### src/rtl/mul_arbiter.sv
`default_nettype none
// ============================================================================
// Module      : mul_arbiter
// Description : Round-robin scheduler sharing one 5-stage (a+b)*c multiplier
//               among N requesters. Issue order is recorded in a tag FIFO so
//               returning products can be routed back to their requester.
//               Each requester may have at most MAX_OUT operations in flight.
// Revision    : 1.0 - initial release
// ============================================================================
module mul_arbiter #(
    parameter int N       = 4,
    parameter int MAX_OUT = 2,
    parameter int DEPTH   = 8,
    parameter int IDW     = $clog2(N)
) (
    input  logic                clk,
    input  logic                rst,
    // requester side
    input  logic [N-1:0]        req_valid,
    output logic [N-1:0]        req_ready,
    input  logic [N*47-1:0]     req_a,
    input  logic [N*47-1:0]     req_b,
    input  logic [N*48-1:0]     req_c,
    // multiplier side
    output logic                mul_in_valid,
    output logic [46:0]         mul_in_1,
    output logic [46:0]         mul_in_2,
    output logic [47:0]         mul_in_3,
    input  logic                mul_out_valid,
    input  logic [95:0]         mul_out,
    // response side
    output logic                rsp_valid,
    output logic [IDW-1:0]      rsp_id,
    output logic [95:0]         rsp_data,
    output logic                busy,
    output logic                err
);

    // ------------------------------------------------------------------------
    // Derived widths and constants
    // ------------------------------------------------------------------------
    localparam int C_PTR_W  = (DEPTH > 1) ? $clog2(DEPTH) : 1;  // FIFO slot index
    localparam int C_CNT_W  = $clog2(DEPTH + 1);                // FIFO occupancy 0..DEPTH
    localparam int C_OUT_W  = $clog2(MAX_OUT + 1);              // per-requester 0..MAX_OUT
    localparam int C_SCAN_W = IDW + 1;                          // ptr+offset before wrap

    localparam logic [C_CNT_W-1:0]  c_DEPTH     = C_CNT_W'(DEPTH);
    localparam logic [C_OUT_W-1:0]  c_MAX_OUT   = C_OUT_W'(MAX_OUT);
    localparam logic [C_PTR_W-1:0]  c_LAST_SLOT = C_PTR_W'(DEPTH - 1);
    localparam logic [IDW-1:0]      c_LAST_ID   = IDW'(N - 1);
    localparam logic [C_SCAN_W-1:0] c_N_EXT     = C_SCAN_W'(N);

    // ------------------------------------------------------------------------
    // State
    // ------------------------------------------------------------------------
    logic [IDW-1:0]      r_ptr;                 // round-robin start index
    logic [C_OUT_W-1:0]  r_cnt [N];             // outstanding ops per requester

    logic [IDW-1:0]      r_tag_mem [DEPTH];     // issue-order tag FIFO
    logic [C_PTR_W-1:0]  r_wr_ptr;
    logic [C_PTR_W-1:0]  r_rd_ptr;
    logic [C_CNT_W-1:0]  r_count;

    logic                r_mul_in_valid;
    logic [46:0]         r_mul_in_1;
    logic [46:0]         r_mul_in_2;
    logic [47:0]         r_mul_in_3;

    logic                r_rsp_valid;
    logic [IDW-1:0]      r_rsp_id;
    logic [95:0]         r_rsp_data;
    logic                r_err;

    // ------------------------------------------------------------------------
    // Combinational signals
    // ------------------------------------------------------------------------
    logic                w_fifo_full;
    logic                w_fifo_empty;
    logic [N-1:0]        w_elig;
    logic                w_gnt_any;
    logic [IDW-1:0]      w_gnt_id;
    logic [C_SCAN_W-1:0] w_scan;
    logic [46:0]         w_sel_a;
    logic [46:0]         w_sel_b;
    logic [47:0]         w_sel_c;
    logic                w_push;
    logic                w_pop;
    logic                w_spurious;
    logic [IDW-1:0]      w_head;

    assign w_fifo_full  = (r_count == c_DEPTH);
    assign w_fifo_empty = (r_count == '0);

    // Eligibility is judged on pre-edge state only: a pop in the same cycle
    // does not free a slot or an outstanding credit until the next cycle.
    for (genvar gi = 0; gi < N; gi++) begin : g_elig
        assign w_elig[gi] = req_valid[gi] && (r_cnt[gi] < c_MAX_OUT) && !w_fifo_full;
    end

    // Round-robin scan: first eligible index starting at r_ptr, modulo N.
    // The wrap is a single conditional subtract since ptr+offset < 2N.
    always_comb begin
        w_gnt_any = 1'b0;
        w_gnt_id  = '0;
        w_scan    = '0;
        for (int k = 0; k < N; k++) begin
            w_scan = {1'b0, r_ptr} + C_SCAN_W'(k);
            if (w_scan >= c_N_EXT) begin
                w_scan = w_scan - c_N_EXT;
            end
            if (!w_gnt_any && w_elig[w_scan[IDW-1:0]]) begin
                w_gnt_any = 1'b1;
                w_gnt_id  = w_scan[IDW-1:0];
            end
        end
    end

    // One-hot grant; forced low while reset is asserted so the port reads 0.
    for (genvar gi = 0; gi < N; gi++) begin : g_ready
        assign req_ready[gi] = !rst && w_gnt_any && (w_gnt_id == IDW'(gi));
    end

    // Operand mux: pick the granted requester's slices.
    always_comb begin
        w_sel_a = '0;
        w_sel_b = '0;
        w_sel_c = '0;
        for (int i = 0; i < N; i++) begin
            if (w_gnt_id == IDW'(i)) begin
                w_sel_a = req_a[i*47 +: 47];
                w_sel_b = req_b[i*47 +: 47];
                w_sel_c = req_c[i*48 +: 48];
            end
        end
    end

    assign w_push     = w_gnt_any && !rst;
    assign w_pop      = mul_out_valid && !w_fifo_empty;
    assign w_spurious = mul_out_valid && w_fifo_empty;
    assign w_head     = r_tag_mem[r_rd_ptr];

    // ------------------------------------------------------------------------
    // Sequential logic
    // ------------------------------------------------------------------------

    // Advance the round-robin pointer past the requester just granted.
    always_ff @(posedge clk or posedge rst) begin
        if (rst) begin
            r_ptr <= '0;
        end else if (w_push) begin
            r_ptr <= (w_gnt_id == c_LAST_ID) ? '0 : w_gnt_id + IDW'(1);
        end
    end

    // Tag FIFO storage: write the granted id at the tail.
    always_ff @(posedge clk or posedge rst) begin
        if (rst) begin
            for (int i = 0; i < DEPTH; i++) begin
                r_tag_mem[i] <= '0;
            end
        end else if (w_push) begin
            r_tag_mem[r_wr_ptr] <= w_gnt_id;
        end
    end

    // Tag FIFO pointers and occupancy; push+pop leaves occupancy unchanged.
    always_ff @(posedge clk or posedge rst) begin
        if (rst) begin
            r_wr_ptr <= '0;
            r_rd_ptr <= '0;
            r_count  <= '0;
        end else begin
            if (w_push) begin
                r_wr_ptr <= (r_wr_ptr == c_LAST_SLOT) ? '0 : r_wr_ptr + C_PTR_W'(1);
            end
            if (w_pop) begin
                r_rd_ptr <= (r_rd_ptr == c_LAST_SLOT) ? '0 : r_rd_ptr + C_PTR_W'(1);
            end
            if (w_push && !w_pop) begin
                r_count <= r_count + C_CNT_W'(1);
            end else if (w_pop && !w_push) begin
                r_count <= r_count - C_CNT_W'(1);
            end
        end
    end

    // Per-requester outstanding counters; a grant and a return for the same
    // requester in one cycle cancel out.
    always_ff @(posedge clk or posedge rst) begin
        if (rst) begin
            for (int i = 0; i < N; i++) begin
                r_cnt[i] <= '0;
            end
        end else begin
            for (int i = 0; i < N; i++) begin
                if ((w_push && (w_gnt_id == IDW'(i))) && !(w_pop && (w_head == IDW'(i)))) begin
                    r_cnt[i] <= r_cnt[i] + C_OUT_W'(1);
                end else if ((w_pop && (w_head == IDW'(i))) && !(w_push && (w_gnt_id == IDW'(i)))) begin
                    r_cnt[i] <= r_cnt[i] - C_OUT_W'(1);
                end
            end
        end
    end

    // Multiplier input registers; operands hold when nothing is issued.
    always_ff @(posedge clk or posedge rst) begin
        if (rst) begin
            r_mul_in_valid <= 1'b0;
            r_mul_in_1     <= '0;
            r_mul_in_2     <= '0;
            r_mul_in_3     <= '0;
        end else begin
            r_mul_in_valid <= w_push;
            if (w_push) begin
                r_mul_in_1 <= w_sel_a;
                r_mul_in_2 <= w_sel_b;
                r_mul_in_3 <= w_sel_c;
            end
        end
    end

    // Response registers: product and owning id appear the cycle after return.
    always_ff @(posedge clk or posedge rst) begin
        if (rst) begin
            r_rsp_valid <= 1'b0;
            r_rsp_id    <= '0;
            r_rsp_data  <= '0;
        end else begin
            r_rsp_valid <= w_pop;
            if (w_pop) begin
                r_rsp_id   <= w_head;
                r_rsp_data <= mul_out;
            end
        end
    end

    // Sticky error: a product arrived with no tag waiting for it.
    always_ff @(posedge clk or posedge rst) begin
        if (rst) begin
            r_err <= 1'b0;
        end else if (w_spurious) begin
            r_err <= 1'b1;
        end
    end

    // ------------------------------------------------------------------------
    // Outputs
    // ------------------------------------------------------------------------
    assign mul_in_valid = r_mul_in_valid;
    assign mul_in_1     = r_mul_in_1;
    assign mul_in_2     = r_mul_in_2;
    assign mul_in_3     = r_mul_in_3;
    assign rsp_valid    = r_rsp_valid;
    assign rsp_id       = r_rsp_id;
    assign rsp_data     = r_rsp_data;
    assign busy         = !w_fifo_empty;
    assign err          = r_err;

endmodule
`default_nettype wire

### config.mk
export PLATFORM = sky130hd
export DESIGN_NAME = mul_arbiter
export DESIGN_NICKNAME = d
export VERILOG_FILES = /design/src/rtl/mul_arbiter.sv
export SDC_FILE = /design/constraint.sdc
export NUM_CORES = 1
export LEC_CHECK = 0
export BUFFER_PORTS_ARGS = -buffer_cell sky130_fd_sc_hd__buf_4
export CAP_MARGIN = 20
export CORE_AREA = 3 3 355 357
export CTS_CLUSTER_SIZE = 14
export DETAILED_ROUTE_END_ITERATION = 10
export DIE_AREA = 0 0 358 360
export GPL_TIMING_DRIVEN = 0
export PLACE_DENSITY = 0.4
export SYNTH_ARGS = -nofsm -noshare
export SYNTH_HDL_FRONTEND = slang
export SYNTH_SLANG_ARGS = --single-unit
### constraint.sdc
create_clock -name clk -period 15.8 [get_ports clk]
set_input_delay 0.79 -clock clk [delete_from_list [all_inputs] [get_ports clk]]
set_output_delay 0.79 -clock clk [all_outputs]
set_load 0.1 [all_outputs]
---- After elaboration in Yosys (flattened, before gate mapping) ----
Cells that the tools add are included.
Widths: inputs -> output; s select.
storage, ports and cells
  register bits after elaboration ......... 279
  input port bits ......................... 671
  output and inout bits ................... 248
  logic and storage cells ................. 178
cells by class
  $add $sub $neg .......................... 20
  $lt $le $gt $ge ......................... 15
  equality and inequality tests ........... 9
  muxes and demuxes ....................... 51
  bitwise operators ....................... 2
  reduce and logical (&&, ||, !) cells .... 57
operators by type and width
  operator             number
  $mux 47              8
  $mux 48              4
  $mux 2               20
  $logic_and 1x1->1    33
  $bwmux 16            1
  $logic_not 1->1      16
  $sub 2x1->2 const B  8
  $lt 2x3->1 const B   4
  $add 2x1->2 const B  5
  $reduce_bool 2->1    5
  $ge 3x3->1 const B   3
  $bmux 1 s2           4
  $eq 2x2->1 const B   4
  $ge 4x4->1 const B   2
  $lt 2x2->1 const B   4
  $mux 1               8
  $mux 4               2
  $not 3->4            2
  $add 2x2->3 const B  2
  $add 3x1->3 const B  2
  $bmux 2 s3           1
  $demux 2 s3          1
  $eq 3x3->1 const B   2
  $mux 3               2
  9 further kinds      11

---- Depth between registers and ports, before layout ----
  word-level depth ........................ 21
  mapped depth ............................ 15
  mapped depth without buffers ............ 10

---- Worst setup path after synthesis ----
No wires, ideal clock.
  kind .................................... input port to flip-flop
  start point ............................. input port rst
  end point ............................... register r_tag_mem[0] (netlist name)
  setup time .............................. 0.125 ns
  arrival time ............................ 7.827 ns
  data required time ...................... 15.675 ns
  slack ................................... 7.848 ns
  stages .................................. 4
  buffers on the path ..................... 0
  cells stage by stage .................... inv_1 -> nand2_1 -> or4_1 -> mux2_2
on the way
  cells in the longest elaborated chain, start to end .. 2
ends and longest elaborated chain
  element                        line  RTL
  start, declared                17    input logic rst,
  $logic_not 1->1 (no line)      --
  $logic_and 1x1->1              137   assign w_push = w_gnt_any && !rst;
  end signal, assigned by index  162   r_tag_mem[r_wr_ptr] <= w_gnt_id;
  end, declared                  59    logic [IDW-1:0] r_tag_mem [DEPTH];
No other way between the ends.
A chain may end at the register's enable or synchronous reset.

---- Final worst setup path ----
  start point ............................. register r_count[0]
  end point ............................... output port req_ready[2]
on the way
  cells in the longest elaborated chain, start to end .. 17
  elaborated cells on any way between the ends .. 31
  those cells by class .................... 2 x eq/ne; 16 x mux; 13 x reduce/logical
ends and longest elaborated chain
  element                       line  RTL
  start, declared               62    logic [C_CNT_W-1:0] r_count;
  start signal, assigned        180   r_count <= r_count + C_CNT_W'(1);
  start signal, assigned        182   r_count <= r_count - C_CNT_W'(1);
  $eq 4x4->1 (*)                91    assign w_fifo_full = (r_count == c_DEPTH);
  $logic_not 1->1 (*)           97    assign w_elig[gi] = req_valid[gi] && (r_cnt[gi] < c_MAX_OUT) && !w_fifo_full;
  $logic_and 1x1->1             97
  $bmux 1 s2                    111   if (!w_gnt_any && w_elig[w_scan[IDW-1:0]]) begin
  $mux 1 (not written as such)  111
  $mux 1                        111
  $logic_not 1->1               111
  $logic_and 1x1->1             111
  (+2 left out)                 --
  $logic_and 1x1->1             111
  $mux 1                        111
  $logic_not 1->1               111
  $logic_and 1x1->1             111
  $mux 2 (*)                    111
  named net w_gnt_id[0]         81    logic [IDW-1:0] w_gnt_id;
  $eq 2x2->1 (*)                120   assign req_ready[gi] = !rst && w_gnt_any && (w_gnt_id == IDW'(gi));
  $logic_and 1x1->1 (*)         120
  end, declared                 20    output logic [N-1:0] req_ready,
The timed path passes the listed nets; every way through them passes the cells marked *. The select of a mux whose other input is x is not followed.

==> reports/results.tsv <==
stage	metric	value	unit
finish	multiInputGateArea	7795	sq um
cts	cts_htree_levels	2	
critical_path	timing.rr.end	mul_in_3[39]$_DFFE_PP0P_	
yosys	synth_nets	2547	
finish	area_growth	66.47	%
cts	cts.sinks	279	
finish	seq_area	6982	sq um
sta	max_slew_margin	22.29	%
cts	insertion_delay	0.59	ns
yosys	syn_area_per_cell	8.594	sq um
route	drt-vias-per-instance	3.959	
yosys	synth_edf_count	0	
yosys	synth_ff_type	dfrtp_1	
yosys	synthAdderAreaFrac	1.299	%
power_and_ir_drop	ir_drop	131.5	uV
yosys	synthCells	1860	
cts	clk_pin_slew	0.06	ns
route	totalWireLength	108400	um
critical_path	cp.arrival	4.85	ns
critical_path	cpPeakStageDelay	0.66	ns
sta	setup_tns	0	ns
yosys	synth-compound-area-share	21.76	%
run_status	status	completed	
route	post_drt_wl_per_cell	24.04	um
yosys	ys_async_sr_fraction	100.0	%
critical_path	cpMostUsedCell	clkbuf_1	
global_route	grt.total_usage	16.04	%
sta	fmax	0.1774	GHz
sta	rsz0062_at_grt	false	
yosys	syn_area	15980	sq um
die	die_w	358	um
sta	worstMarginPinSlew	1.166	ns
sta	finalMaxSlewViolations	0	
place	io_buffers	918	
global_route	grt_pass1_vias	18720	
cts	cts_hold_buf	0	
die	start_util	12.96	%
global_route	grt.overflow.total	0	
critical_path	path_max_fanout	11	
global_route	grt_max_degree	86	
cts	clockBufferDepth	3	
yosys	synth_seq_cells	279	
finish	nFillCells	13960	
die	die_h	360	um
place	hpwlAfterDp	89320	um
flow_run	maxCapViolCount	0	
die	core	123300	sq um
global_route	antenna_found_initial	20	
critical_path	slowest_stage	clkbuf_1	
route	vias	17850	
die	pin_count	919	
cts	clock-root-buffer	clkbuf_16	
yosys	synth_xor_area_share	0.7671	%
sta	setup_viol	0	
yosys	synth-simple-area-share	12.64	%
finish	drive_above_1_share	39.49	%
critical_path	crit_path_end_kind	output pin	
power_and_ir_drop	p_per_area	289.2	nW/um^2
worst_hold_path	hold_class	in2async	
route	dr_wl_met2	54330	um
critical_path	path_cells	nor4b_2 > buf_2 > a31oi_1 > o211a_1 > clkbuf_1 > inv_1 > ha_1 > clkbuf_1 > clkbuf_1 > buf_8 > clkbuf_1 > and2_1 > buf_4	
die	dieArea	128900	sq um
cts	cts_tree	done	
finish	nNetsFinal	3522	
finish	fin_util	21.58	%
cts	cts_inserted_buffers	41	
critical_path	r2r_start	r_count[3]$_DFFE_PP0P_	
route	ant_nets	0	
cts	ctsResizeCount	0	
sta	finalCriticalPeriod	5.637	ns
power_and_ir_drop	p_leak	13.17	nW
place	globalplace.congestion	0.8942	
route	highest_layer	met5	
sta	fin_crit_sh	35.68	%
global_route	grt_pass1_wl	146300	um
route	drt-pass1-iter-count	5	
route	wl_met3	8924	um
yosys	ys_seq_area_share	43.68	%
yosys	synth_cell_type_count	49	
cts	post-cts-setup-buffers	0	
sta	clock_skew	0.02701	ns
critical_path	regToRegSetupSlack	10.37	ns
die	row_count	129	
critical_path	cp.required	15.01	ns
route	wl_met1	42900	um
yosys	synth_top_family_by_area	compound AO/OA/AOI/OAI gates	
route	post-route-drc-count	0	
critical_path	crit_type	reg2out	
sta	hold_violations	0	
route	drt_iter0_drc	1012	
critical_path	r2r_cells	13	
critical_path	startpoint_type	register	
yosys	synthMuxAreaShare	12.30	%
yosys	ys.warnings.count	0	
==> metrics by stage <==
stage	instance area, sq um	power, mW	hold WS [ns]	std cells	setup WS, ns
2_1_floorplan	15980	4.840	0.4423	1860	7.297
5_1_grt	26600	8.139	0.2524	4502	9.770
4_1_cts	26570	7.837	0.2119	4499	9.835
6_report	26610	7.696	0.2509	4507	10.16
3_3_place_gp	24920	6.766	0.4598	4415	1.939
3_5_place_dp	25200	6.824	0.4625	4427	10.03
==> power by group <==
part / leakage [nW] / switching [mW] / internal [mW]
logic: 9.07 / 4.03 / 1.50
registers: 3.43 / 0.183 / 1.03
clock network: 0.676 / 0.388 / 0.571
total: 13.2 / 4.60 / 3.10
==> per-layer routing <==
layer / up-vias / GRT usage, %
li1: 8300 / -
met1: 8694 / 18.92
met2: 731 / 28.83
met3: 112 / 4.398
met4: 8 / 3.327
met5: - / 0
==> area by class of cell <==
| type | instances | area share, % |
|---|---|---|
| well taps | 1637 | 7.697 |
| multi-input cells | 1282 | 29.29 |
| flip-flops and latches | 279 | 26.24 |
| repair buffers | 932 | 26.94 |
| clock inverters | 13 | 0.7194 |
| clock buffers | 59 | 4.448 |
| diodes | 6 | 0.05643 |
| inverters | 147 | 2.102 |
| plain buffers | 152 | 2.502 |
==> cell families after synthesis <==
kind of cell             count (synthesis)
AO/OA/AOI/OAI                          579
XOR/XNOR                                14
adder cells (fa/ha/maj)                 16
buffers and inverters                  299
flip-flops                             279
multiplexers                           172
AND/OR/NAND/NOR                        501
==> Yosys cell counts (all sizes together) (6+ instances only) <==
library cell    n  area [sq um]
nand2         450          1689
a21oi         279          1396
dfrtp         279          6982
mux2          163          1851
inv           147         551.8
o21ai         141         705.7
a22o          140          1226
clkbuf        113         424.2
buf            39         231.5
ha             15         187.7
nor2b          13         81.33
nor2           10         37.54
nor3            9         61.31
xor2            8         70.07
mux2i           7         70.07
xnor2           6         52.55
==> worst max-delay path by stage <==
stage | from | endpoint | slack, ns
CTS | r_count[3]$_DFFE_PP0P_ | req_ready[3] | 9.84
floorplan | rst | err$_DFFE_PP0P_ | 7.30
global placement | rst | mul_in_2[21]$_DFFE_PP0P_ | 1.94
detailed placement | req_valid[1] | mul_in_3[39]$_DFFE_PP0P_ | 10.03
global route | r_count[0]$_DFFE_PP0P_ | req_ready[2] | 9.77
finish | r_count[0]$_DFFE_PP0P_ | req_ready[2] | 10.16
==> registers in the layout, summed over array words and instances, names as in the netlist <==
| signal | count |
|---|---|
| rsp_data | 96 |
| mul_in_3 | 48 |
| mul_in_1 | 47 |
| mul_in_2 | 47 |
| r_tag_mem | 16 |
| r_cnt | 8 |
| r_count | 4 |
| r_rd_ptr | 3 |
| r_wr_ptr | 3 |
| r_ptr | 2 |
| rsp_id | 2 |
| err | 1 |
| mul_in_valid | 1 |
| rsp_valid | 1 |
==> layout by cell type, fill, tap and decap left out, types with 4 or more instances in the layout <==
master | synthesis | routed
buf_4 | 1 | 919
nand2_1 | 450 | 450
a21oi_1 | 279 | 279
dfrtp_1 | 279 | 279
inv_1 | 146 | 145
o21ai_0 | 141 | 141
a22o_1 | 140 | 140
clkbuf_1 | 113 | 114
mux2_2 | 89 | 89
mux2_1 | 70 | 70
clkbuf_16 | 0 | 41
buf_2 | 17 | 17
ha_1 | 15 | 15
nor2b_1 | 13 | 13
buf_1 | 13 | 13
nor2_1 | 10 | 10
clkbuf_8 | 0 | 9
buf_6 | 8 | 8
clkbuf_2 | 0 | 8
xor2_1 | 8 | 8
nor3_1 | 7 | 7
mux2i_1 | 7 | 7
buf_8 | 0 | 7
diode_2 | 0 | 6
xnor2_1 | 6 | 6
clkinv_2 | 0 | 6
buf_16 | 0 | 6
mux2_4 | 4 | 4
and2_1 | 4 | 4
==> worst max-delay path: cells and delay by family, from the launching register on <==
| kind | cells | cell delay [ns] |
|---|---|---|
| buf+inv | 8 | 2.68 |
| simple gates | 2 | 0.74 |
| flops | 1 | 0.45 |
| compound gates | 2 | 0.21 |
| fa+ha+maj | 1 | 0.15 |
Power figures use the tool's default switching activity.
